===== src/rtl/mcpu_ctrl_pkg.sv =====
// Shared encodings for the multicycle MIPS-subset controller:
// FSM states, opcodes, ALU function codes and mux select codes.
package mcpu_ctrl_pkg;

  typedef enum logic [3:0] {
    S_IF     = 4'd0,
    S_ID     = 4'd1,
    S_EXE_LS = 4'd2,
    S_MEM    = 4'd3,
    S_WB_LD  = 4'd4,
    S_EXE_BR = 4'd5,
    S_EXE_AL = 4'd6,
    S_WB_AL  = 4'd7,
    S_HALT   = 4'd8
  } state_t;

  typedef enum logic [2:0] {
    CL_ALU,
    CL_LS,
    CL_BR,
    CL_JMP,
    CL_HALT,
    CL_ILL
  } iclass_t;

  localparam logic [5:0] OP_ADD  = 6'b000000;
  localparam logic [5:0] OP_SUB  = 6'b000001;
  localparam logic [5:0] OP_ADDI = 6'b000010;
  localparam logic [5:0] OP_OR   = 6'b010000;
  localparam logic [5:0] OP_AND  = 6'b010001;
  localparam logic [5:0] OP_ORI  = 6'b010010;
  localparam logic [5:0] OP_ANDI = 6'b010011;
  localparam logic [5:0] OP_SLL  = 6'b011000;
  localparam logic [5:0] OP_SLT  = 6'b100110;
  localparam logic [5:0] OP_SLTI = 6'b100111;
  localparam logic [5:0] OP_SW   = 6'b110000;
  localparam logic [5:0] OP_LW   = 6'b110001;
  localparam logic [5:0] OP_BEQ  = 6'b110100;
  localparam logic [5:0] OP_BNE  = 6'b110101;
  localparam logic [5:0] OP_BLTZ = 6'b110110;
  localparam logic [5:0] OP_J    = 6'b111000;
  localparam logic [5:0] OP_JR   = 6'b111001;
  localparam logic [5:0] OP_JAL  = 6'b111010;
  localparam logic [5:0] OP_HALT = 6'b111111;

  // andi uses its own code: the ALU zero-extends only on 111
  localparam logic [2:0] ALU_ADD  = 3'b000;
  localparam logic [2:0] ALU_SUB  = 3'b001;
  localparam logic [2:0] ALU_SLL  = 3'b010;
  localparam logic [2:0] ALU_AND  = 3'b011;
  localparam logic [2:0] ALU_OR   = 3'b100;
  localparam logic [2:0] ALU_SLT  = 3'b110;
  localparam logic [2:0] ALU_ANDI = 3'b111;

  localparam logic [1:0] PC_SEQ = 2'b00;
  localparam logic [1:0] PC_BR  = 2'b01;
  localparam logic [1:0] PC_JR  = 2'b10;
  localparam logic [1:0] PC_JMP = 2'b11;

  localparam logic [1:0] RD_RA = 2'b00;
  localparam logic [1:0] RD_RT = 2'b01;
  localparam logic [1:0] RD_RD = 2'b10;

endpackage


===== src/rtl/mcpu_opcode_decode.sv =====
// Combinational opcode/flag decoder producing datapath selects
// and an instruction class for the control FSM.
module mcpu_opcode_decode
  import mcpu_ctrl_pkg::*;
#(
  parameter int OPCODE_W = 6
) (
  input  logic [OPCODE_W-1:0] opcode,
  input  logic                zero,
  input  logic                sign,
  output iclass_t             iclass,
  output logic                is_lw,
  output logic                is_jal,
  output logic                ALUSrcA,
  output logic                ALUSrcB,
  output logic                ExtSel,
  output logic                DBDATASrc,
  output logic                WrRegDSrc,
  output logic [2:0]          ALUOp,
  output logic [1:0]          PCSrc,
  output logic [1:0]          RegDst
);

  typedef logic [OPCODE_W-1:0] op_t;

  always_comb begin
    iclass    = CL_ILL;
    is_lw     = 1'b0;
    is_jal    = 1'b0;
    ALUSrcA   = 1'b0;
    ALUSrcB   = 1'b0;
    ExtSel    = 1'b0;
    DBDATASrc = 1'b0;
    WrRegDSrc = 1'b1;
    ALUOp     = ALU_ADD;
    PCSrc     = PC_SEQ;
    RegDst    = RD_RD;
    unique case (1'b1)
      opcode == op_t'(OP_ADD): iclass = CL_ALU;
      opcode == op_t'(OP_SUB): begin
        iclass = CL_ALU;
        ALUOp  = ALU_SUB;
      end
      opcode == op_t'(OP_ADDI): begin
        iclass  = CL_ALU;
        ALUSrcB = 1'b1;
        ExtSel  = 1'b1;
        RegDst  = RD_RT;
      end
      opcode == op_t'(OP_OR): begin
        iclass = CL_ALU;
        ALUOp  = ALU_OR;
      end
      opcode == op_t'(OP_AND): begin
        iclass = CL_ALU;
        ALUOp  = ALU_AND;
      end
      opcode == op_t'(OP_ORI): begin
        iclass  = CL_ALU;
        ALUOp   = ALU_OR;
        ALUSrcB = 1'b1;
        RegDst  = RD_RT;
      end
      opcode == op_t'(OP_ANDI): begin
        iclass  = CL_ALU;
        ALUOp   = ALU_ANDI;
        ALUSrcB = 1'b1;
        RegDst  = RD_RT;
      end
      opcode == op_t'(OP_SLL): begin
        iclass  = CL_ALU;
        ALUOp   = ALU_SLL;
        ALUSrcA = 1'b1;
      end
      opcode == op_t'(OP_SLT): begin
        iclass = CL_ALU;
        ALUOp  = ALU_SLT;
      end
      opcode == op_t'(OP_SLTI): begin
        iclass  = CL_ALU;
        ALUOp   = ALU_SLT;
        ALUSrcB = 1'b1;
        ExtSel  = 1'b1;
        RegDst  = RD_RT;
      end
      opcode == op_t'(OP_SW): begin
        iclass  = CL_LS;
        ALUSrcB = 1'b1;
        ExtSel  = 1'b1;
        RegDst  = RD_RT;
      end
      opcode == op_t'(OP_LW): begin
        iclass    = CL_LS;
        is_lw     = 1'b1;
        ALUSrcB   = 1'b1;
        ExtSel    = 1'b1;
        DBDATASrc = 1'b1;
        RegDst    = RD_RT;
      end
      opcode == op_t'(OP_BEQ): begin
        iclass = CL_BR;
        ALUOp  = ALU_SUB;
        ExtSel = 1'b1;
        PCSrc  = zero ? PC_BR : PC_SEQ;
      end
      opcode == op_t'(OP_BNE): begin
        iclass = CL_BR;
        ALUOp  = ALU_SUB;
        ExtSel = 1'b1;
        PCSrc  = zero ? PC_SEQ : PC_BR;
      end
      opcode == op_t'(OP_BLTZ): begin
        iclass = CL_BR;
        ALUOp  = ALU_SUB;
        ExtSel = 1'b1;
        PCSrc  = sign ? PC_BR : PC_SEQ;
      end
      opcode == op_t'(OP_J): begin
        iclass = CL_JMP;
        PCSrc  = PC_JMP;
      end
      opcode == op_t'(OP_JR): begin
        iclass = CL_JMP;
        PCSrc  = PC_JR;
      end
      opcode == op_t'(OP_JAL): begin
        iclass    = CL_JMP;
        is_jal    = 1'b1;
        PCSrc     = PC_JMP;
        WrRegDSrc = 1'b0;
        RegDst    = RD_RA;
      end
      opcode == op_t'(OP_HALT): iclass = CL_HALT;
      default: iclass = CL_ILL;
    endcase
  end

endmodule


===== src/rtl/mcpu_ctrl_fsm.sv =====
// Multicycle control FSM with variable-latency memory wait and timeout.
// ILLEGAL_OP_TRAP_EN: undecoded opcodes halt and raise sticky illegal_op.
module mcpu_ctrl_fsm
  import mcpu_ctrl_pkg::*;
#(
  parameter int OPCODE_W    = 6,
  parameter int TMO_W       = 4,
  parameter int MEM_TIMEOUT = 15
) (
  input  logic                CLK,
  input  logic                Reset,
  input  logic [OPCODE_W-1:0] opcode,
  input  logic                zero,
  input  logic                sign,
  input  logic                mem_ready,
  output logic [3:0]          State,
  output logic                PCWre,
  output logic                IRWre,
  output logic                RegWre,
  output logic                mRD,
  output logic                mWR,
  output logic                InsMemRW,
  output logic                ALUSrcA,
  output logic                ALUSrcB,
  output logic                ExtSel,
  output logic                DBDATASrc,
  output logic                WrRegDSrc,
  output logic [2:0]          ALUOp,
  output logic [1:0]          PCSrc,
  output logic [1:0]          RegDst,
  output logic                retire,
  output logic                halted,
`ifdef ILLEGAL_OP_TRAP_EN
  output logic                illegal_op,
`endif
  output logic                mem_err
);

  state_t           state, nxt;
  logic [TMO_W-1:0] cnt, cnt_d;
  logic             err_set;
  iclass_t          iclass;
  logic             is_lw, is_jal;

  mcpu_opcode_decode #(.OPCODE_W(OPCODE_W)) u_dec (
    .opcode    (opcode),
    .zero      (zero),
    .sign      (sign),
    .iclass    (iclass),
    .is_lw     (is_lw),
    .is_jal    (is_jal),
    .ALUSrcA   (ALUSrcA),
    .ALUSrcB   (ALUSrcB),
    .ExtSel    (ExtSel),
    .DBDATASrc (DBDATASrc),
    .WrRegDSrc (WrRegDSrc),
    .ALUOp     (ALUOp),
    .PCSrc     (PCSrc),
    .RegDst    (RegDst)
  );

`ifdef ILLEGAL_OP_TRAP_EN
  logic ill_set;
`endif

  always_ff @(posedge CLK) begin
    if (Reset) begin
      state   <= S_IF;
      cnt     <= '0;
      mem_err <= 1'b0;
`ifdef ILLEGAL_OP_TRAP_EN
      illegal_op <= 1'b0;
`endif
    end else begin
      state   <= nxt;
      cnt     <= cnt_d;
      mem_err <= mem_err | err_set;
`ifdef ILLEGAL_OP_TRAP_EN
      illegal_op <= illegal_op | ill_set;
`endif
    end
  end

  always_comb begin
    nxt      = state;
    cnt_d    = '0;
    err_set  = 1'b0;
    PCWre    = 1'b0;
    IRWre    = 1'b0;
    RegWre   = 1'b0;
    mRD      = 1'b0;
    mWR      = 1'b0;
    InsMemRW = 1'b1;
    halted   = 1'b0;
`ifdef ILLEGAL_OP_TRAP_EN
    ill_set  = 1'b0;
`endif
    unique case (state)
      S_IF: begin
        IRWre = 1'b1;
        nxt   = S_ID;
      end
      S_ID: begin
        unique case (iclass)
          CL_HALT: nxt = S_HALT;
          CL_JMP: begin
            PCWre  = 1'b1;
            RegWre = is_jal;
            nxt    = S_IF;
          end
          CL_BR: nxt = S_EXE_BR;
          CL_LS: nxt = S_EXE_LS;
`ifdef ILLEGAL_OP_TRAP_EN
          CL_ILL: begin
            nxt     = S_HALT;
            ill_set = 1'b1;
          end
`endif
          default: nxt = S_EXE_AL;
        endcase
      end
      S_EXE_BR: begin
        PCWre = 1'b1;
        nxt   = S_IF;
      end
      S_EXE_LS: nxt = S_MEM;
      S_MEM: begin
        mRD = is_lw;
        mWR = ~is_lw;
        // a ready on the timeout cycle still completes normally
        if (mem_ready) begin
          if (is_lw) begin
            nxt = S_WB_LD;
          end else begin
            PCWre = 1'b1;
            nxt   = S_IF;
          end
        end else if (cnt == TMO_W'(MEM_TIMEOUT)) begin
          nxt     = S_HALT;
          err_set = 1'b1;
        end else begin
          cnt_d = cnt + TMO_W'(1);
        end
      end
      S_WB_LD: begin
        RegWre = 1'b1;
        PCWre  = 1'b1;
        nxt    = S_IF;
      end
      S_EXE_AL: nxt = S_WB_AL;
      S_WB_AL: begin
        RegWre = 1'b1;
        PCWre  = 1'b1;
        nxt    = S_IF;
      end
      S_HALT: begin
        InsMemRW = 1'b0;
        halted   = 1'b1;
      end
      default: nxt = S_IF;
    endcase
  end

  assign State  = state;
  assign retire = PCWre;

endmodule


===== config.mk =====
export PLATFORM = sky130hd
export DESIGN_NAME = mcpu_ctrl_fsm
export DESIGN_NICKNAME = d
export VERILOG_FILES = /design/src/rtl/mcpu_ctrl_pkg.sv /design/src/rtl/mcpu_opcode_decode.sv /design/src/rtl/mcpu_ctrl_fsm.sv
export SDC_FILE = /design/constraint.sdc
export NUM_CORES = 1
export LEC_CHECK = 0
export ABC_AREA = 1
export CAP_MARGIN = 20
export CORE_MARGIN = 8
export CORE_UTILIZATION = 43
export CTS_BUF_LIST = sky130_fd_sc_hd__clkbuf_8
export DETAILED_ROUTE_END_ITERATION = 6
export GPL_TIMING_DRIVEN = 0
export PLACE_DENSITY = 0.82
export REMOVE_ABC_BUFFERS = 1
export SYNTH_ARGS = -nofsm -noshare
export SYNTH_HDL_FRONTEND = slang
export SYNTH_SLANG_ARGS = --single-unit

===== constraint.sdc =====
create_clock -name CLK -period 1.35 [get_ports CLK]
set_clock_uncertainty 0.05 [all_clocks]
set_input_delay 0.2025 -clock CLK [delete_from_list [all_inputs] [get_ports CLK]]
set_output_delay 0.2025 -clock CLK [all_outputs]
set_load 0.01 [all_outputs]

Word level (Yosys, flattened, before mapping):

Cells that the tools add are included.

* reduce and logical (&&, ||, !) cells: 16
* muxes and demuxes: 32
* add/sub/neg operators: 1
* equal/unequal tests: 32
* bitwise logic cells: 4

Operator list (number)
* $eq 6x6->1 const B: 11
* $eq 6x5->1 const B: 5
* $pmux 4 s6: 1
* $mux 1: 21
* $pmux 3 s6: 1
* $eq 4x3->1 const B: 4
* $pmux 4 s4: 1
* $pmux 3 s5: 1
* $pmux 2 s5: 1
* $reduce_or 10->1: 1
* $reduce_or 2->1: 5
* $reduce_or 3->1: 3
* $eq 4x2->1 const B: 2
* $eq 4x4->1 const B: 2
* $mux 4: 2
* $reduce_or 4->1: 2
* $reduce_or 7->1: 1
* $eq 3x2->1 const B: 2
* $eq 6x1->1 const B: 1
* $eq 6x2->1 const B: 1
* $logic_not 6->1: 1
* $reduce_or 6->1: 1
* $add 4x1->4 const B: 1
* $eq 4x1->1 const B: 1
* 11 further kinds: 13

* register bits: 9

Depth between registers and ports, before layout:

* depth after elaboration: 6
* mapped depth: 9
* mapped depth without buffers: 9

Cells and area by module:

From an unflattened synthesis, not the netlist that was laid out.

* cells, all modules: 157
* area, all modules: 957.2 sq um

By module, submodules not included
* mcpu_ctrl_fsm: cells an instance 85, sequential area each 180.2 sq um, area an instance 554.3 sq um, instances 1
* mcpu_opcode_decode: cells an instance 72, sequential area each 0.0 sq um, area an instance 402.9 sq um, instances 1

Worst setup path before layout:

Ideal clock, no wire load.

* kind: register -> output
* from: register state[0], in the netlist State[0]
* to: output retire
* required time: 1.097 ns
* buffers on the path: 1
* stages on the path, launching flop included: 6
* arrival: 1.188 ns
* setup slack: -0.091 ns
* path through: dfxtp_1 > nand2_2 > nor2_4 > nand2_1 > o21ai_1 > buf_4

* cells in the longest elaborated chain, start to end: 3
* elaborated cells on any way between the ends: 7
* classes of those cells: 5 x eq/ne; 1 x mux; 1 x reduce/logical

Ends and longest elaborated chain
* start, declared: RTL line mcpu_ctrl_fsm.sv:39 `state_t state, nxt;`
* start signal, assigned: RTL line mcpu_ctrl_fsm.sv:75 `state <= nxt;`
* $eq 4x3->1: RTL line mcpu_ctrl_fsm.sv:98 `unique case (state)`
* $reduce_or 3->1 (no source line)
* $pmux 1 s3 (*): RTL line mcpu_ctrl_fsm.sv:98
* end, declared: RTL line mcpu_ctrl_fsm.sv:31 `output logic retire,`

Every way passes the cells marked *; elsewhere a longest branch is shown, timed or not.

Final worst setup path:

* from: register state[2], in the netlist State[2]
* to: output PCWre

* cells in the longest elaborated chain, start to end: 3
* elaborated cells on any way between the ends: 7
* classes of those cells: 5 x eq/ne; 1 x mux; 1 x reduce/logical

Ends and longest elaborated chain
* $eq 4x3->1: RTL line mcpu_ctrl_fsm.sv:98
* $reduce_or 3->1 (no source line)
* $pmux 1 s3 (*): RTL line mcpu_ctrl_fsm.sv:98
* end, declared: RTL line mcpu_ctrl_fsm.sv:17 `output logic PCWre,`

Marked as above.

==> summary.md <==
| Metric | Value |
|---|---|
| Maximum VDD drop | `0.00104 V` |
| I/O Pins | `36` |
| Seq cells post-synth | `9` |
| Vias in the first global route | `1142` |
| CTS tree | `done` |
| Failing checks | `negative setup slack` |
| Largest family of logic cells by synthesized area | `simple AND/OR/NAND/NOR gates` |
| Post-Syn Area | `806 um2` |
| Leakage power | `0.791 nW` |
| Routed wire length | `3520 um` |
| Yosys warns | `0` |
| Clk Latency, worst-skew pair | `0.24 ns` |
| Critical path type | `register to primary output` |
| RSZ-0062 raised after global routing | `true` |
| Yosys cell types | `22` |
| Initial antenna violation count | `0` |
| Final period util | `1.12` |
| Relative slew slack | `0.856` |
| Cell Int Power | `0.896 mW` |
| Least-Margin Pin Slew | `0.212 ns` |
| Final hold violation count | `0` |
| Status | `finished, violations left` |
| Vias per inst | `5.55` |
| First-pass GRT wire length | `5440 um` |
| Pwr Density | `1100 mW/mm2` |
| Placed Cells | `203` |
| Finished Layout Cells | `226` |
| Num CTS Buffers | `3` |
| First-iteration detailed-routing DRC count | `63` |
| Post-placement worst setup slack | `-0.907 ns` |
| Syn avg cell area | `5.60 um2` |
| Post-route ant nets | `0` |
| Die width | `59.3 um` |
| Port Buf Inserts | `35` |
| Sequential power share | `0.244` |
| Crit path cell chain | `inv_4 > nand2_4 > nor2_4 > nand2_2 > o21ai_2 > buf_2` |
| WP data arrival | `1.26 ns` |
| Largest stage delay, worst path | `0.36 ns` |
| Core outline area | `0.00175 mm2` |
| Setup ws final | `-0.158 ns` |
| Layout cells sized above 1 | `0.502` |
| Drt pass-1 iters | `4` |
| Hold Path Class | `register to register` |
| Final #Nets | `214` |
| DR vias | `1255` |
| Initial core utilization | `0.462` |
| Htree depth | `1` |
| Slowest CP cell | `dfxtp_4` |
| Post-synthesis mux area share | `0` |
| Switch Pwr | `0.683 mW` |
| Max-slew violations | `0` |
| Reg clk slew, reported paths | `0.05 ns` |
| Total Routing Usage GR | `0.197` |
| Clock share of power | `0.198` |
| Setup crit start kind | `register` |
| Register area share after synthesis | `0.224` |
| Post-synthesis cell count | `144` |
| Largest net degree at the start of global routing | `7` |
| CTS Buffer Depth | `2` |
| Die H | `59.3 um` |
| Comb pwr share | `0.558` |
| Critical Path RT | `1.10 ns` |
| Wirelength per Cell | `15.6 um` |
| Hold Slack | `0.397 ns` |
| Switching portion of total power | `0.432` |
| Buf/Inv on CP | `2` |
| ANT cells | `0` |
| Total power | `1.58 mW` |
| Fmax | `663 MHz` |
| Critical Path Sink Type | `primary output` |
| Cell family with most CP delay | `flip-flops` |
| Crit path time final | `1.51 ns` |
| Simple-gate share of the synthesized area | `0.534` |
| Placer Congestion | `0.882` |
| Detailed Place HPWL | `2140 um` |
| Maxcap violations | `0` |
| Compound-Gate Fraction of Synth Area | `0.0606` |
| Root buffer cell | `clkbuf_8` |
| Grt ovf | `0` |
| Syn-to-layout area delta | `78.1%` |
| Count of final setup violators | `8` |
| Std cell rows | `15` |
| Post-synthesis xor/xnor area fraction | `0.0217` |
| Synth Area in Adders | `0.0155` |
| Layout Utilization | `0.822` |
| Die area | `0.00352 mm2` |
| Crit Path Max Fanout | `4` |
| Clock Sinks | `9` |
| Drc violations | `0` |
## routing by layer
layer,up-vias,GRT usage,wire (um),share of wire
li1,568,-,-,-
met1,585,0.211,1290,0.37
met2,80,0.342,1770,0.50
met3,22,0.0564,299,0.085
met4,0,0.0922,163,0.046
met5,-,0,0,0
## final timing paths
path	from	endpoint	slack (ns)	cells past startpoint
max reg2reg	State[2]	State[1]	-0.03	10
max	State[2]	PCWre	-0.16	6
min reg2reg	cnt[0]	cnt[0]	0.40	1
min	cnt[0]	cnt[0]	0.40	1
## worst register-to-register path: stages (launching register included)
cell and delay [ns]:
dfxtp_4 0.36, inv_4 0.08, nand2_4 0.08, nor2_4 0.13
buf_6 0.12, buf_6 0.11, nand3_4 0.06, nand2_2 0.09
nor2_2 0.05, nand2_1 0.07, nand2_1 0.06
## area by class of cell
cell class	instances	area, um2
multi-input cells	105	646
repair buffers	54	407
fillers	110	310
flip-flops and latches	9	193
inverters	29	114
clock buffers	3	41.3
well taps	25	31.3
clock inverters	1	3.75
## flip-flops by register name (all words and copies together), names as in the netlist
name and count:
cnt 4, State 4, mem_err 1
## Yosys cell counts (all sizes together)
| cell type | number | area (um2) |
|---|---|---|
| nand2 | 41 | 169 |
| nor2 | 30 | 133 |
| inv | 29 | 109 |
| nand3 | 16 | 80.1 |
| dfxtp | 9 | 180 |
| nand4 | 6 | 43.8 |
| o21ai | 3 | 15.0 |
| a21oi | 2 | 10.0 |
| buf | 1 | 7.51 |
| ha | 1 | 12.5 |
| nor3 | 1 | 5.00 |
| o2111ai | 1 | 8.76 |
| o22ai | 1 | 6.26 |
| o311ai | 1 | 8.76 |
| xnor2 | 1 | 8.76 |
| xor2 | 1 | 8.76 |
## kinds of logic after synthesis
group	Yosys count
buffers and inverters	30
AND/OR/NAND/NOR	94
XOR/XNOR	2
flip-flops	9
AO/OA/AOI/OAI	8
adder cells (fa/ha/maj)	1
## repair_timing
item | CTS | global route
buffers inserted | 12 | 7
endpoints found under the setup margin | 26 | 24
pin swaps | 10 | 15
resized for setup | 133 | 31
endpoints found under the hold margin | 0 | 0
hold buffers | 0 | 0
## stage by stage
stage	area, um2	TNS (ns)
final	1440	-0.743
after global routing	1440	-1.31
after CTS	1330	-0.694
after detailed placement	1180	-14.43
after global placement	1180	-13.71
after floorplan	798	-0.0209
## cell usage in the layout (no fill, tap or decap), drive strengths merged
| cell | n |
|---|---|
| dfxtp | 9 |
| ha | 1 |
| xor2 | 1 |
| nor3 | 1 |
| nand2 | 41 |
| o21ai | 3 |
| buf | 39 |
| nand3 | 16 |
| o311ai | 1 |
| xnor2 | 1 |
| a21oi | 2 |
| o22ai | 1 |
| nand4 | 6 |
| inv | 30 |
| dlygate4sd2 | 5 |
| clkdlybuf4s15 | 2 |
| clkbuf | 7 |
| o2111ai | 1 |
| dlymetal6s2s | 1 |
| clkdlybuf4s50 | 3 |
| nor2 | 30 |
## power groups by stage
stage                     logic (mW)  clock network [mW]  registers [mW]
final                          0.881               0.312           0.385
after global routing           0.948               0.325           0.393
after CTS                      0.760               0.307           0.376
after detailed placement       0.703                   0           0.358
after global placement         0.691                   0           0.357
after floorplan                0.363                   0           0.368
No activity file was read; power rests on OpenSTA's default activity.
